**config.mk**
```make
export PLATFORM = sky130hd
export DESIGN_NAME = ascensor_sched
export DESIGN_NICKNAME = d
export VERILOG_FILES = /design/src/rtl/ascensor_sched.sv
export SDC_FILE = /design/constraint.sdc
export NUM_CORES = 1
export LEC_CHECK = 0
export ABC_AREA = 1
export CAP_MARGIN = 10
export CORE_ASPECT_RATIO = 0.9
export CORE_MARGIN = 5
export CORE_UTILIZATION = 55
export CTS_BUF_LIST = sky130_fd_sc_hd__clkbuf_16
export DETAILED_ROUTE_END_ITERATION = 7
export PLACE_DENSITY = 0.83
export SYNTH_ARGS = -nofsm -noshare
export SYNTH_HDL_FRONTEND = slang
export SYNTH_SLANG_ARGS = --single-unit
```
**constraint.sdc**
```tcl
create_clock -name clk -period 3.3 [get_ports clk]
set_input_delay 0.66 -clock clk [delete_from_list [all_inputs] [get_ports clk]]
set_output_delay 0.66 -clock clk [all_outputs]
set_load 0.01 [all_outputs]
```
**src/rtl/ascensor_sched.sv**
```systemverilog
// ascensor_sched: ten-floor elevator scheduler; define ASCENSOR_TIMEOUT_EN to add a move watchdog
module ascensor_sched #(
    parameter int DOOR_HOLD    = 100,
    parameter int MOVE_TIMEOUT = 1000
) (
    input  logic       clk,
    input  logic       reset,
    input  logic [9:0] botones,
    input  logic [1:0] boton_puertas,
    input  logic [1:0] estado_puertas,
    input  logic       cambio_piso,
    input  logic       sensor_puertas,
    output logic [9:0] luces,
    output logic [3:0] display,
    output logic [3:0] aviso,
    output logic [1:0] puertas,
    output logic [1:0] motor
);
    localparam int TW = $clog2(DOOR_HOLD + 1);
    typedef enum logic [2:0] {IDLE, MOVE_UP, MOVE_DOWN, ARRIVE, OPENING, OPEN_HOLD, CLOSING, FAULT} state_t;
    state_t        state_q, state_d;
    logic [3:0]    floor_q, floor_d, nf;
    logic          dir_up_q, dir_up_d;
    logic [TW-1:0] timer_q, timer_d;
    logic [9:0]    luces_d;
    logic          up_req, down_req, moving, door_st, wd_fault;
    logic [1:0]    motor_d, puertas_d;
    logic [3:0]    aviso_d;

    assign moving = state_q == MOVE_UP || state_q == MOVE_DOWN;
    assign nf     = state_q == MOVE_UP ? floor_q + 4'd1 : floor_q - 4'd1;

`ifdef ASCENSOR_TIMEOUT_EN
    localparam int CW = $clog2(MOVE_TIMEOUT + 1);
    logic [CW-1:0] mv_cnt_q, mv_cnt_d;
    assign mv_cnt_d = (moving && !cambio_piso) ? mv_cnt_q + 1'b1 : '0;
    assign wd_fault = moving && !cambio_piso && mv_cnt_d == CW'(MOVE_TIMEOUT);
    // Cycles spent moving since the last floor boundary; reaching the limit means a stuck car
    always_ff @(posedge clk or negedge reset)
        if (!reset) mv_cnt_q <= '0;
        else        mv_cnt_q <= mv_cnt_d;
`else
    assign wd_fault = 1'b0;
`endif

    // Pending lamps strictly above and strictly below the current floor
    always_comb begin
        up_req   = 1'b0;
        down_req = 1'b0;
        for (int i = 0; i < 10; i++) begin
            up_req   = up_req   | (luces[i] & (4'(i) > floor_q));
            down_req = down_req | (luces[i] & (4'(i) < floor_q));
        end
    end

    // Next state, floor, direction, door timer and request lamps
    always_comb begin
        state_d  = state_q;
        floor_d  = floor_q;
        dir_up_d = dir_up_q;
        timer_d  = timer_q;
        luces_d  = luces | botones;
        case (state_q)
            IDLE:
                if (luces[floor_q]) state_d = OPENING;
                else if (up_req && (dir_up_q || !down_req)) begin
                    state_d  = MOVE_UP;
                    dir_up_d = 1'b1;
                end else if (down_req) begin
                    state_d  = MOVE_DOWN;
                    dir_up_d = 1'b0;
                end
            MOVE_UP, MOVE_DOWN:
                if (estado_puertas != 2'b00 || wd_fault) state_d = FAULT;
                else if (cambio_piso) begin
                    if ((state_q == MOVE_UP && floor_q == 4'd9) || (state_q == MOVE_DOWN && floor_q == 4'd0))
                        state_d = FAULT;
                    else begin
                        floor_d = nf;
                        if (luces[nf]) state_d = ARRIVE;
                    end
                end
            ARRIVE: state_d = OPENING;
            OPENING:
                if (estado_puertas == 2'b11) begin
                    luces_d[floor_q] = 1'b0;
                    timer_d          = TW'(DOOR_HOLD);
                    state_d          = OPEN_HOLD;
                end
            // Open requests win over a simultaneous close request
            OPEN_HOLD:
                if (boton_puertas[0] || sensor_puertas || botones[floor_q]) timer_d = TW'(DOOR_HOLD);
                else if (boton_puertas[1] || timer_q <= TW'(1)) begin
                    timer_d = '0;
                    state_d = CLOSING;
                end else timer_d = timer_q - 1'b1;
            CLOSING:
                if (sensor_puertas || boton_puertas[0]) state_d = OPENING;
                else if (estado_puertas == 2'b00) state_d = IDLE;
            default: state_d = FAULT;
        endcase
    end

    assign door_st   = state_d inside {OPENING, OPEN_HOLD, CLOSING};
    assign motor_d   = state_d == MOVE_UP ? 2'b01 : state_d == MOVE_DOWN ? 2'b10 : 2'b00;
    assign puertas_d = state_d == OPENING ? 2'b01 : state_d == CLOSING ? 2'b10 : 2'b00;
    assign aviso_d   = state_d == FAULT ? 4'hF : (door_st && sensor_puertas) ? 4'd4 :
                       state_d == MOVE_UP ? 4'd1 : state_d == MOVE_DOWN ? 4'd2 :
                       state_d == IDLE ? 4'd0 : 4'd3;

    // State register; outputs are registered from the next state so they line up with it
    always_ff @(posedge clk or negedge reset)
        if (!reset) begin
            state_q  <= IDLE;
            floor_q  <= '0;
            dir_up_q <= 1'b1;
            timer_q  <= '0;
            luces    <= '0;
            motor    <= 2'b00;
            puertas  <= 2'b00;
            aviso    <= 4'd0;
        end else begin
            state_q  <= state_d;
            floor_q  <= floor_d;
            dir_up_q <= dir_up_d;
            timer_q  <= timer_d;
            luces    <= luces_d;
            motor    <= motor_d;
            puertas  <= puertas_d;
            aviso    <= aviso_d;
        end

    assign display = floor_q;
endmodule
```
# Word-level counts from Yosys, hierarchy flattened
# Index checks and enable logic that the tools add are counted.
# op_classes
addsub	3
mux	39
bitwise_logic	44
order_cmp	24
n_eq_ne	15
n_reduce_logical	23
# ops
operator	n
two-way mux 3 bit	13
equality test 3 bit (second input constant)	7
two-way mux 7 bit	3
AND 1 bit	20
two-way mux 10 bit	2
bitwise OR 1 bit	18
case mux 3 bit (6 select lines)	1
greater-than comparator 3 x 4 -> 1 bit (first input constant)	4
less-than comparator 3 x 4 -> 1 bit (first input constant)	4
two-way mux 2 bit	7
case mux 7 bit (2 select lines)	1
binary-select mux 1 bit (select 4 bit)	3
AND 10 bit	1
less-than comparator 4 x 5 -> 1 bit (second input constant)	2
inverter 10 bit	1
bitwise OR 10 bit	1
equality test 3 x 2 -> 1 bit (second input constant)	3
greater-than comparator 1 x 4 -> 1 bit (first input constant)	2
greater-than comparator 2 x 4 -> 1 bit (first input constant)	2
greater-than comparator 4 bit (first input constant)	2
less-than comparator 1 x 4 -> 1 bit (first input constant)	2
less-than comparator 2 x 4 -> 1 bit (first input constant)	2
less-than comparator 4 bit (first input constant)	2
two-way mux 4 bit	2
24 further kinds	43
# totals
out_inout_bits	22
in_bits	18
ff_bits	33

# Depth between registers and ports, before layout
# logic_depth
ltp_word	23
depth_mapped	18
ltp_nobuf	17

# Worst setup path before layout
# Ideal clock, no wire load.
# synth_path
path_type	register to register
from	reg floor_q[0], in the netlist display[0]
to	reg aviso[1]
synth_period_minus_slack_ns	2.230
path_slack_ns	1.070
path_stages_with_launch	18
arrival_time_ns	2.103
setup_time_ns	0.127
cell_sequence	dfrtp_1 > inv_2 > buf_6 > ha_1 > inv_1 > nand4_1 > nand2_1 > nand2_1 > nor2_1 > nand3_1 > nand2_1 > nand2_1 > nand2_1 > nand2_1 > nand2_1 > nand2_2 > nor2_1 > a21oi_1
# synth_via
elab_chain_cells	23
word_cells_on_any_way	99
# synth_rtl
element	line	rtl
start: declaration	22	logic [3:0] floor_q, floor_d, nf;
start signal: assignment	124	floor_q <= floor_d;
less-than comparator 1 x 4 -> 1 bit	52	down_req = down_req | (luces[i] & (4'(i) < floor_q));
AND 1 bit	52	
bitwise OR 1 bit (9 in series)	52	
logical NOT 1 bit	66	else if (up_req && (dir_up_q || !down_req)) begin
logical OR 1 bit	66	
logical AND 1 bit	66	
two-way mux 3 bit	66	
two-way mux 3 bit	65	if (luces[floor_q]) state_d = OPENING;
case mux 3 bit (6 select lines) *	63	case (state_q)
net state_d[2]	21	state_t state_q, state_d;
logical NOT 3 bit	109	state_d == IDLE ? 4'd0 : 4'd3;
two-way mux 2 bit	109	
two-way mux 2 bit (2 in series)	108	state_d == MOVE_UP ? 4'd1 : state_d == MOVE_DOWN ? 4'd2 :
two-way mux 3 bit	107	assign aviso_d = state_d == FAULT ? 4'hF : (door_st && sensor_puertas) ? 4'd4 :
two-way mux 4 bit *	107	
net aviso_d[1]	28	logic [3:0] aviso_d;
end signal: assignment	130	aviso <= aviso_d;
end: declaration	15	output logic [3:0] aviso,
# The timed path passes the listed nets; every way through them passes the cells marked *. The select of a mux whose other input is x is not followed.
# A chain may end at the register's enable or synchronous reset.

# Final worst setup path
# layout_path
from	reg floor_q[1], in the netlist display[1]
to	reg aviso[1]
# The elaborated chain is that of the path after synthesis.

==> run_results.csv <==
group,metric,value,unit
pwr,p_total,2200,uW
timing,hold_viol,0,
layout,fillers,346,
die,die_h,71.4,um
clock_network,root_buffer,"clkbuf_16",
timing,setup_tns,0,ps
layout,nets,394,
drt,routedWlPerCell,14.8,um
yosys,yosysTopAreaCellShare,34.7,%
worst_hold_path,hold_path.class,"reg2reg",
clock_network,cts_tree,"built",
yosys,ys_ff_latch,33,
clock_network,hold_buffers,0,
run,cap_violations,0,
yosys,netlist_area,2310,sq um
grt,grt-ovfl-total,0,
critical_path,path_class,"reg2reg",
layout,final_area,2880,sq um
layout,synthToLayoutAreaGrowth,24.8,%
yosys,yosysUniqueCellTypes,32,
critical_path,cp-end-kind,"flip-flop",
clock_network,cts_max_level,2,
drt,drt_iter0_drc,238,
pwr,leakage,0.00136,uW
grt,grt_max_degree,34,
timing,fmax,392,MHz
clock_network,cts_buffers,5,
timing,holdWs,454,ps
drt,drt-pass1-iter-count,6,
critical_path,critPathLaunchType,"flip-flop",
clock_network,clockBufferDepth,2,
place,hpwl,4510,um
timing,fin_skew,4.68,ps
yosys,synth_area_leaders,"dfrtp_1, nand2_1, inv_1",
drt,vias_per_cell,5.80,
clock_network,cts_resized,0,
critical_path,crit_arrival,2700,ps
die,core_area,4070,sq um
place,port-buffer-count,39,
drt,routed_wl,6190,um
drt,drc_errors,0,
die,pin_count,40,
timing,fin_crit,2550,ps
clock_network,cts.sinks,33,
layout,final_util,70.6,%
critical_path,worstPathRequired,3450,ps
place,gp_congestion,0.978,
pwr,p_per_area,766,nW/um^2
grt,grt_pass1_wl,10400,um
drt,vias,2429,
die,initial_utilization,56.6,%
pwr,peakVddDrop,0.438,mV
timing,worst_pin_slew,519,ps
die,dieWidth,78.3,um
yosys,syn_area_per_cell,7.03,sq um
drt,drtAntennaViolNets,0,
grt,antenna_found_initial,0,
grt,grt_use_total,23.1,%
timing,slew_violations,0,
yosys,yosysWarnings,0,
die,die_area,5590,sq um
place,place_area,2720,sq um
timing,relSlewSlack,65.4,%
critical_path,worstPathMaxFanout,12,
clock_network,path_clk_slew,50,ps
layout,layout-drive-gt1-share,11.3,%
yosys,synthCells,328,
yosys,synth_top_cell_by_area,"dfrtp_1",
clock_network,post_cts_buffers,0,
timing,timing.final.crit_share,77.2,%
timing,rsz0062_at_grt,"no",
clock_network,clk_latency,280,ps
yosys,syn_nets,352,
status,outcome,"complete, no violations",
yosys,ys_seq_area_share,35.9,%
timing,finalSetupViolCount,0,
layout,antenna_cells,0,
grt,first_global_vias,2189,
die,rows,22,
[kinds of logic after synthesis]
kind of cell | after synthesis | share of synthesized area (%)
compound gates | 76 | 18.4
flops | 33 | 35.9
fa+ha+maj | 6 | 3.26
buf+inv | 56 | 10.6
simple gates | 154 | 30.7
xor+xnor | 3 | 1.14
[cell type report]
class                      instances  area [sq um]  share of cell area [%]
clock buffer                       5           125                    4.35
timing repair buffer              41           405                    14.1
clock inverter                     3          37.5                    1.30
multi-input combinational        239          1230                    42.9
tap                               48          60.1                    2.09
inverter                          50           188                    6.52
sequential                        33           827                    28.7
[cells in the final DEF, fill, tap and decap left out, types with 5 or more instances in the layout]
cell and count:
inv_2 11, inv_1 40, o22ai_1 11, ha_1 6, o21ai_1 15, a21oi_1 24
clkbuf_16 5, a31oi_1 5, nand4_1 6, dfrtp_1 32, nand3_1 23, nor2_1 36
clkdlybuf4s50_1 39, nand2_2 5, nand2_1 71, o21ai_0 14
[worst max-delay path, stage by stage, from the launching register on]
cell and delay [ps]:
dfrtp_1 610, inv_2 190, ha_1 360, inv_1 80
nand4_1 150, nand2_1 130, nand2_1 60, nor2_1 100
nand3_1 70, nand2_1 80, nand2_1 90, nand2_1 70
nand2_1 50, nand2_1 90, nand2_2 110, nor2_1 120
a21oi_1 40
[cell usage after synthesis, drive strengths merged]
cell and instances:
o31ai 1, nor2 40, dfrtp 32, buf 6, o22ai 11, nor3 4
xor2 3, inv 50, o41ai 1, a21oi 26, dfstp 1, nand4 7
nand3 25, ha 6, a31oi 5, nand2 77, or2 1, o21ai 31
a31o 1
[metrics by stage]
stage | setup WS [ps] | std cells
2_1_floorplan | 1070 | 328
3_3_place_gp | 773 | 411
3_5_place_dp | 757 | 411
4_1_cts | 807 | 419
5_1_grt | 505 | 419
6_report | 751 | 419
[final timing paths]
path / from / endpoint / slack (ps) / depth (start not counted)
max: display[1] / aviso[1] / 750 / 16
max reg2reg: display[1] / aviso[1] / 750 / 16
min reg2reg: timer_q[1] / timer_q[3] / 450 / 1
min in group asynchronous: reset / luces[5] / 800 / 2
min: timer_q[1] / timer_q[3] / 450 / 1
max in group asynchronous: reset / dir_up_q / 2170 / 2
[where the power goes]
part / switching (uW) / internal (uW)
clock network: 161 / 350
logic: 705 / 402
registers: 91.4 / 494
[registers in the layout, summed over array words and instances, names as in the netlist]
name,flops
state_q,3
dir_up_q,1
luces,10
motor,2
display,4
puertas,2
aviso,4
timer_q,7
[per-layer routing]
metal / share of wire (%) / track usage (%) / up-vias
met3: 9.8 / 5.28 / 19
met5: 0 / 0 / -
li1: - / - / 1166
met4: 2.2 / 7.77 / 0
met1: 43 / 31.6 / 1089
met2: 45 / 36.3 / 155
Power figures use the tool's default switching activity.
